**config.mk**
```make
export PLATFORM = sky130hd
export DESIGN_NAME = fetch_decode_reg
export DESIGN_NICKNAME = d
export VERILOG_FILES = /design/src/rtl/fetch_decode_reg_pkg.sv /design/src/rtl/fd_entry_reg.sv /design/src/rtl/fetch_decode_reg.sv
export SDC_FILE = /design/constraint.sdc
export NUM_CORES = 1
export LEC_CHECK = 0
export CELL_PAD_IN_SITES_DETAIL_PLACEMENT = 0
export CELL_PAD_IN_SITES_GLOBAL_PLACEMENT = 1
export CORE_MARGIN = 3
export CORE_UTILIZATION = 25
export DETAILED_ROUTE_END_ITERATION = 16
export PLACE_DENSITY_LB_ADDON = 0.1
export SETUP_SLACK_MARGIN = 0.1
export SYNTH_ARGS = -nofsm -noshare
export SYNTH_HDL_FRONTEND = slang
export SYNTH_SLANG_ARGS = --single-unit
```
**constraint.sdc**
```tcl
create_clock -name i_clk -period 4.49 [get_ports i_clk]
set_input_delay 0.449 -clock i_clk [delete_from_list [all_inputs] [get_ports i_clk]]
set_output_delay 0.449 -clock i_clk [all_outputs]
set_load 0.01 [all_outputs]
```
**src/rtl/fetch_decode_reg_pkg.sv**
```systemverilog
// Shared instruction-format constants for the fetch/decode boundary and control.
// Opcode values, field bit positions and small classification helpers.
package fetch_decode_reg_pkg;

    localparam logic [5:0] OP_RTYPE = 6'h00;
    localparam logic [5:0] OP_J     = 6'h02;
    localparam logic [5:0] OP_JAL   = 6'h03;

    localparam int INSTR_W  = 32;
    localparam int PC_W     = 32;

    localparam int OPCODE_LSB = 26;
    localparam int OPCODE_W   = 6;
    localparam int RS_LSB     = 21;
    localparam int RT_LSB     = 16;
    localparam int RD_LSB     = 11;
    localparam int SHAMT_LSB  = 6;
    localparam int REG_W      = 5;
    localparam int FUNCT_LSB  = 0;
    localparam int FUNCT_W    = 6;
    localparam int IMM_LSB    = 0;
    localparam int IMM_W      = 16;
    localparam int TARGET_LSB = 0;
    localparam int TARGET_W   = 26;

    typedef struct packed {
        logic             valid;
        logic [INSTR_W-1:0] instr;
        logic [PC_W-1:0]    pc;
    } entry_t;

    function automatic logic is_rtype_op(input logic [OPCODE_W-1:0] op);
        return op == OP_RTYPE;
    endfunction

    function automatic logic is_jtype_op(input logic [OPCODE_W-1:0] op);
        return (op == OP_J) || (op == OP_JAL);
    endfunction

endpackage

```
**src/rtl/fd_entry_reg.sv**
```systemverilog
// One pipeline entry (valid + instruction + pc) with load and clear; clear wins.
// Payload only moves on load, so an invalid entry keeps stale data that the top masks.
import fetch_decode_reg_pkg::*;

module fd_entry_reg (
    input  logic               clk,
    input  logic               rst,
    input  logic               load,
    input  logic               clear,
    input  logic [INSTR_W-1:0] d_instr,
    input  logic [PC_W-1:0]    d_pc,
    output logic               valid,
    output logic [INSTR_W-1:0] instr,
    output logic [PC_W-1:0]    pc
);

    always_ff @(posedge clk or posedge rst) begin
        if (rst) begin
            valid <= 1'b0;
        end else if (clear) begin
            valid <= 1'b0;
        end else if (load) begin
            valid <= 1'b1;
        end
    end

    always_ff @(posedge clk or posedge rst) begin
        if (rst) begin
            instr <= '0;
            pc    <= '0;
        end else if (load && !clear) begin
            instr <= d_instr;
            pc    <= d_pc;
        end
    end

endmodule

```
**src/rtl/fetch_decode_reg.sv**
```systemverilog
// Fetch-to-decode skid register: 1-cycle latency, one word/cycle sustained.
// o_ready comes straight from the skid valid flop, so it never depends on i_ready.
import fetch_decode_reg_pkg::*;

module fetch_decode_reg #(
    parameter logic [31:0] RESET_PC = 32'h0000_0000
) (
    input  logic        i_clk,
    input  logic        i_rst,
    input  logic        i_valid,
    output logic        o_ready,
    input  logic [31:0] i_instr,
    input  logic [31:0] i_pc,
    input  logic        i_flush,
    output logic        o_valid,
    input  logic        i_ready,
    output logic [5:0]  o_opcode,
    output logic [4:0]  o_rs,
    output logic [4:0]  o_rt,
    output logic [4:0]  o_rd,
    output logic [4:0]  o_shamt,
    output logic [5:0]  o_funct,
    output logic [15:0] o_imm,
    output logic [25:0] o_target,
    output logic [31:0] o_pc_plus4,
    output logic        o_is_rtype,
    output logic        o_is_jtype
);

    entry_t head;
    entry_t skid;

    logic               accept;
    logic               consume;
    logic               head_free;
    logic               head_load;
    logic               head_clear;
    logic               skid_load;
    logic               skid_clear;
    logic [INSTR_W-1:0] head_d_instr;
    logic [PC_W-1:0]    head_d_pc;
    logic [OPCODE_W-1:0] head_op;

    assign o_ready   = !skid.valid;
    assign accept    = i_valid && o_ready;
    assign consume   = head.valid && i_ready;
    assign head_free = !head.valid || consume;

    // A full skid always refills HEAD first; while it is full o_ready is low,
    // so an incoming word can never race it for HEAD.
    always_comb begin
        head_load    = 1'b0;
        skid_load    = 1'b0;
        head_d_instr = i_instr;
        head_d_pc    = i_pc;
        if (!i_flush) begin
            if (skid.valid) begin
                head_load    = consume;
                head_d_instr = skid.instr;
                head_d_pc    = skid.pc;
            end else if (accept) begin
                head_load = head_free;
                skid_load = !head_free;
            end
        end
    end

    assign head_clear = i_flush || (consume && !head_load);
    assign skid_clear = i_flush || (skid.valid && consume);

    fd_entry_reg u_head (
        .clk     (i_clk),
        .rst     (i_rst),
        .load    (head_load),
        .clear   (head_clear),
        .d_instr (head_d_instr),
        .d_pc    (head_d_pc),
        .valid   (head.valid),
        .instr   (head.instr),
        .pc      (head.pc)
    );

    fd_entry_reg u_skid (
        .clk     (i_clk),
        .rst     (i_rst),
        .load    (skid_load),
        .clear   (skid_clear),
        .d_instr (i_instr),
        .d_pc    (i_pc),
        .valid   (skid.valid),
        .instr   (skid.instr),
        .pc      (skid.pc)
    );

    // Decode view of HEAD; everything reads as zero / RESET_PC while HEAD is empty.
    assign head_op = head.instr[OPCODE_LSB +: OPCODE_W];

    always_comb begin
        o_valid    = head.valid;
        o_opcode   = '0;
        o_rs       = '0;
        o_rt       = '0;
        o_rd       = '0;
        o_shamt    = '0;
        o_funct    = '0;
        o_imm      = '0;
        o_target   = '0;
        o_pc_plus4 = RESET_PC;
        o_is_rtype = 1'b0;
        o_is_jtype = 1'b0;
        if (head.valid) begin
            o_opcode   = head_op;
            o_rs       = head.instr[RS_LSB    +: REG_W];
            o_rt       = head.instr[RT_LSB    +: REG_W];
            o_rd       = head.instr[RD_LSB    +: REG_W];
            o_shamt    = head.instr[SHAMT_LSB +: REG_W];
            o_funct    = head.instr[FUNCT_LSB +: FUNCT_W];
            o_imm      = head.instr[IMM_LSB   +: IMM_W];
            o_target   = head.instr[TARGET_LSB +: TARGET_W];
            o_pc_plus4 = head.pc + 32'd4;
            o_is_rtype = is_rtype_op(head_op);
            o_is_jtype = is_jtype_op(head_op);
        end
    end

endmodule

```
==> out/results.tsv <==
stage	metric	value	unit
cts	htree_levels	4	
critical_path	path_class	register to output port	
timing	relSlewSlack	0.332	
logic_synthesis	ys_seq_area_frac	0.480	
timing	fin_setup_tns	0	ps
pwr	p_leak	0.00347	uW
pwr	peakVddDrop	176	uV
critical_path	cp_max_fo	14	
cells_and_area	antennaDiodeCount	0	
timing	finalSetupViolCount	0	
critical_path	endpoint_kind	output port	
floorplanning	core	0.0264	mm2
logic_synthesis	synth_edf_count	0	
cells_and_area	final_common_cell	clkdlybuf4s50_1	
cts	clk_pin_slew	50	ps
floorplanning	die_h	171	um
drt	firstDrtPassIters	5	
logic_synthesis	synth_fp_nets	714	
drt	vias_per_cell	4.59	
pwr	swShare	0.303	
cts	post_cts_buffers	0	
floorplanning	rows	59	
timing	fin_crit	3370	ps
cts	postCtsHoldBufs	0	
pwr	power.switching	1250	uW
placement	dpl_cell_area	0.00853	mm2
pwr	power_frac_comb	0.257	
drt	ant_nets	0	
cells_and_area	nFillCells	2672	
global_routing	grt_pass1_vias	5518	
cells_and_area	finalInstanceArea	0.00908	mm2
pwr	seqPwrFrac	0.423	
logic_synthesis	ys_ff_latch	130	
logic_synthesis	syn_avg_cell_area	10.5	um2
timing	hold_viol_final	0	
timing	max_freq	297	MHz
critical_path	worstPathRequired	4040	ps
cts	clk_latency	420	ps
critical_path	cp-start-kind	register	
logic_synthesis	synth_top_area_share	0.480	
logic_synthesis	yosysWarnings	0	
global_routing	grt_max_degree	106	
drt	wl_per_cell	16.6	um
cts	cts_resized	0	
placement	io_buffer_count	178	
logic_synthesis	synthTopCellsByArea	dfrtp_1 (48%), mux2_2 (11%), mux2i_1 (10%)	
drt	wl	18500	um
floorplanning	initial_core_util	0.257	
cts	numCtsBuffers	17	
cts	root_buffer	clkbuf_16	
cells_and_area	finalNonFillerCells	1112	
timing	worst_slew_pin_slew	1000	ps
run_status	outcome	finished clean	
timing	skew	12.6	ps
global_routing	grt_pass1_wl	29500	um
cts	cts_sinks	130	
logic_synthesis	yosysUniqueCellTypes	39	
timing	finalMaxSlewViolations	0	
logic_synthesis	syn_area	0.00678	mm2
cts	cts_tree	built	
floorplanning	die_area	0.0291	mm2
logic_synthesis	synth_area_leader_cell	dfrtp_1	
critical_path	cp.arrival	2920	ps
placement	hpwl	12400	um
pwr	clkPwrFrac	0.320	
cells_and_area	finalNetCount	835	
global_routing	grt-ovfl-total	0	
placement	gp_congestion	0.805	
cells_and_area	final_cell_mix	clkdlybuf4s50_1 (178), dfrtp_1 (129), nor2_1 (80), a21oi_1 (75), mux2i_1 (68)	
cts	clk_path_buf_depth	2	
drt	vias	5109	
drt	drtIter0Drc	173	
run	cap_violations	0	
pwr	internal-power	2870	uW
logic_synthesis	ys_dominant_reg_cell	dfrtp_1	
cells_and_area	drive_above_1_share	0.144	
cells_and_area	area_growth	33.9	%
timing	min_period_over_period	0.750	
floorplanning	io_pins	179	
global_routing	antenna_found_initial	1	
logic_synthesis	async_flop_share	1.00	
floorplanning	die_w	171	um
global_routing	grt_usage	0.130	
drt	drcViolationCount	0	
pwr	powerDensity	454	mW/mm2
min_path	hold_class	register to register	
timing	rsz0062_at_grt	no	
placement	placed_cells	1081	
logic_synthesis	syn_inst	644	
[routing by layer]
| metal | GRT usage | vias to the layer above | wire, um |
|---|---|---|---|
| met5 | 0 | - | 7 |
| met4 | 0.0374 | 2 | 164 |
| met3 | 0.0418 | 13 | 1140 |
| met2 | 0.212 | 152 | 8770 |
| met1 | 0.164 | 2496 | 8400 |
| li1 | - | 2446 | - |
[sequential cells by signal, summed over array words and instances, names as in the netlist]
signal,count
u_skid.instr,32
u_head.instr,32
u_skid.valid,1
u_skid.pc,32
u_head.valid,1
u_head.pc,32
[worst max-delay path, stage by stage (launching register included)]
cell             delay [ps]
dfrtp_1                 440
and4_1                  480
nand2_2                 270
or4_1                   520
a21oi_1                 200
clkdlybuf4s50_1         590
[cells by family after synthesis]
group / after synthesis / share of synthesized area
AOI/OAI and AO/OA: 93 / 0.0742
xor gates and xnor gates: 9 / 0.0116
DFF: 130 / 0.480
adders and majority gates: 1 / 0.00184
muxes: 132 / 0.207
buffers and inverters: 88 / 0.0804
and+or+nand+nor: 191 / 0.146
[layout make-up]
| class | instances | area (um2) | share of cell area |
|---|---|---|---|
| clock inverter | 12 | 111 | 0.0123 |
| multi-input combinational | 426 | 3000 | 0.330 |
| tap | 335 | 419 | 0.0461 |
| inverter | 5 | 23.8 | 0.00262 |
| timing repair buffer | 185 | 1830 | 0.202 |
| sequential | 130 | 3250 | 0.358 |
| clock buffer | 19 | 443 | 0.0488 |
[synthesized netlist by cell type, drive strengths merged (9+ instances only)]
library cell	number
a21oi	75
buf	73
dfrtp	130
mux2i	68
nand3	9
nor2	81
nand4	11
mux2	64
clkbuf	10
and2	34
nand2	23
[final timing paths]
check | startpoint | end | slack (ps) | cells after the start
setup / recovery | u_head.pc[5]$_DFFE_PP0P_ | o_pc_plus4[26] | 1120 | 5
hold / removal | u_skid.pc[30]$_DFFE_PP0P_ | u_skid.pc[30]$_DFFE_PP0P_ | 500 | 1
setup reg to reg | u_skid.valid$_DFFE_PP0P_ | u_head.instr[3]$_DFFE_PP0P_ | 2260 | 5
hold reg to reg | u_skid.pc[30]$_DFFE_PP0P_ | u_skid.pc[30]$_DFFE_PP0P_ | 500 | 1
max in group asynchronous | i_rst | u_head.pc[25]$_DFFE_PP0P_ | 2890 | 3
min in group asynchronous | i_rst | u_head.instr[16]$_DFFE_PP0P_ | 660 | 2
[through the flow]
step	hold slack [ps]	setup WS, ps	power (uW)	utilization
after floorplan	479	572	2410	-
after global placement	487	1510	2810	0.324
after detailed placement	493	1500	2840	0.324
after CTS	507	1040	4200	0.345
after global routing	513	921	4390	0.345
final	503	1120	4120	0.345
[power groups by stage]
stage          Sequential (uW)  Clock, uW  Combinational (uW)
5_1_grt                   1800       1420                1180
4_1_cts                   1750       1370                1080
2_1_floorplan             1680          0                 725
3_3_place_gp              1750          0                1060
3_5_place_dp              1770          0                1080
6_report                  1740       1320                1060
Power figures use the tool's default switching activity.
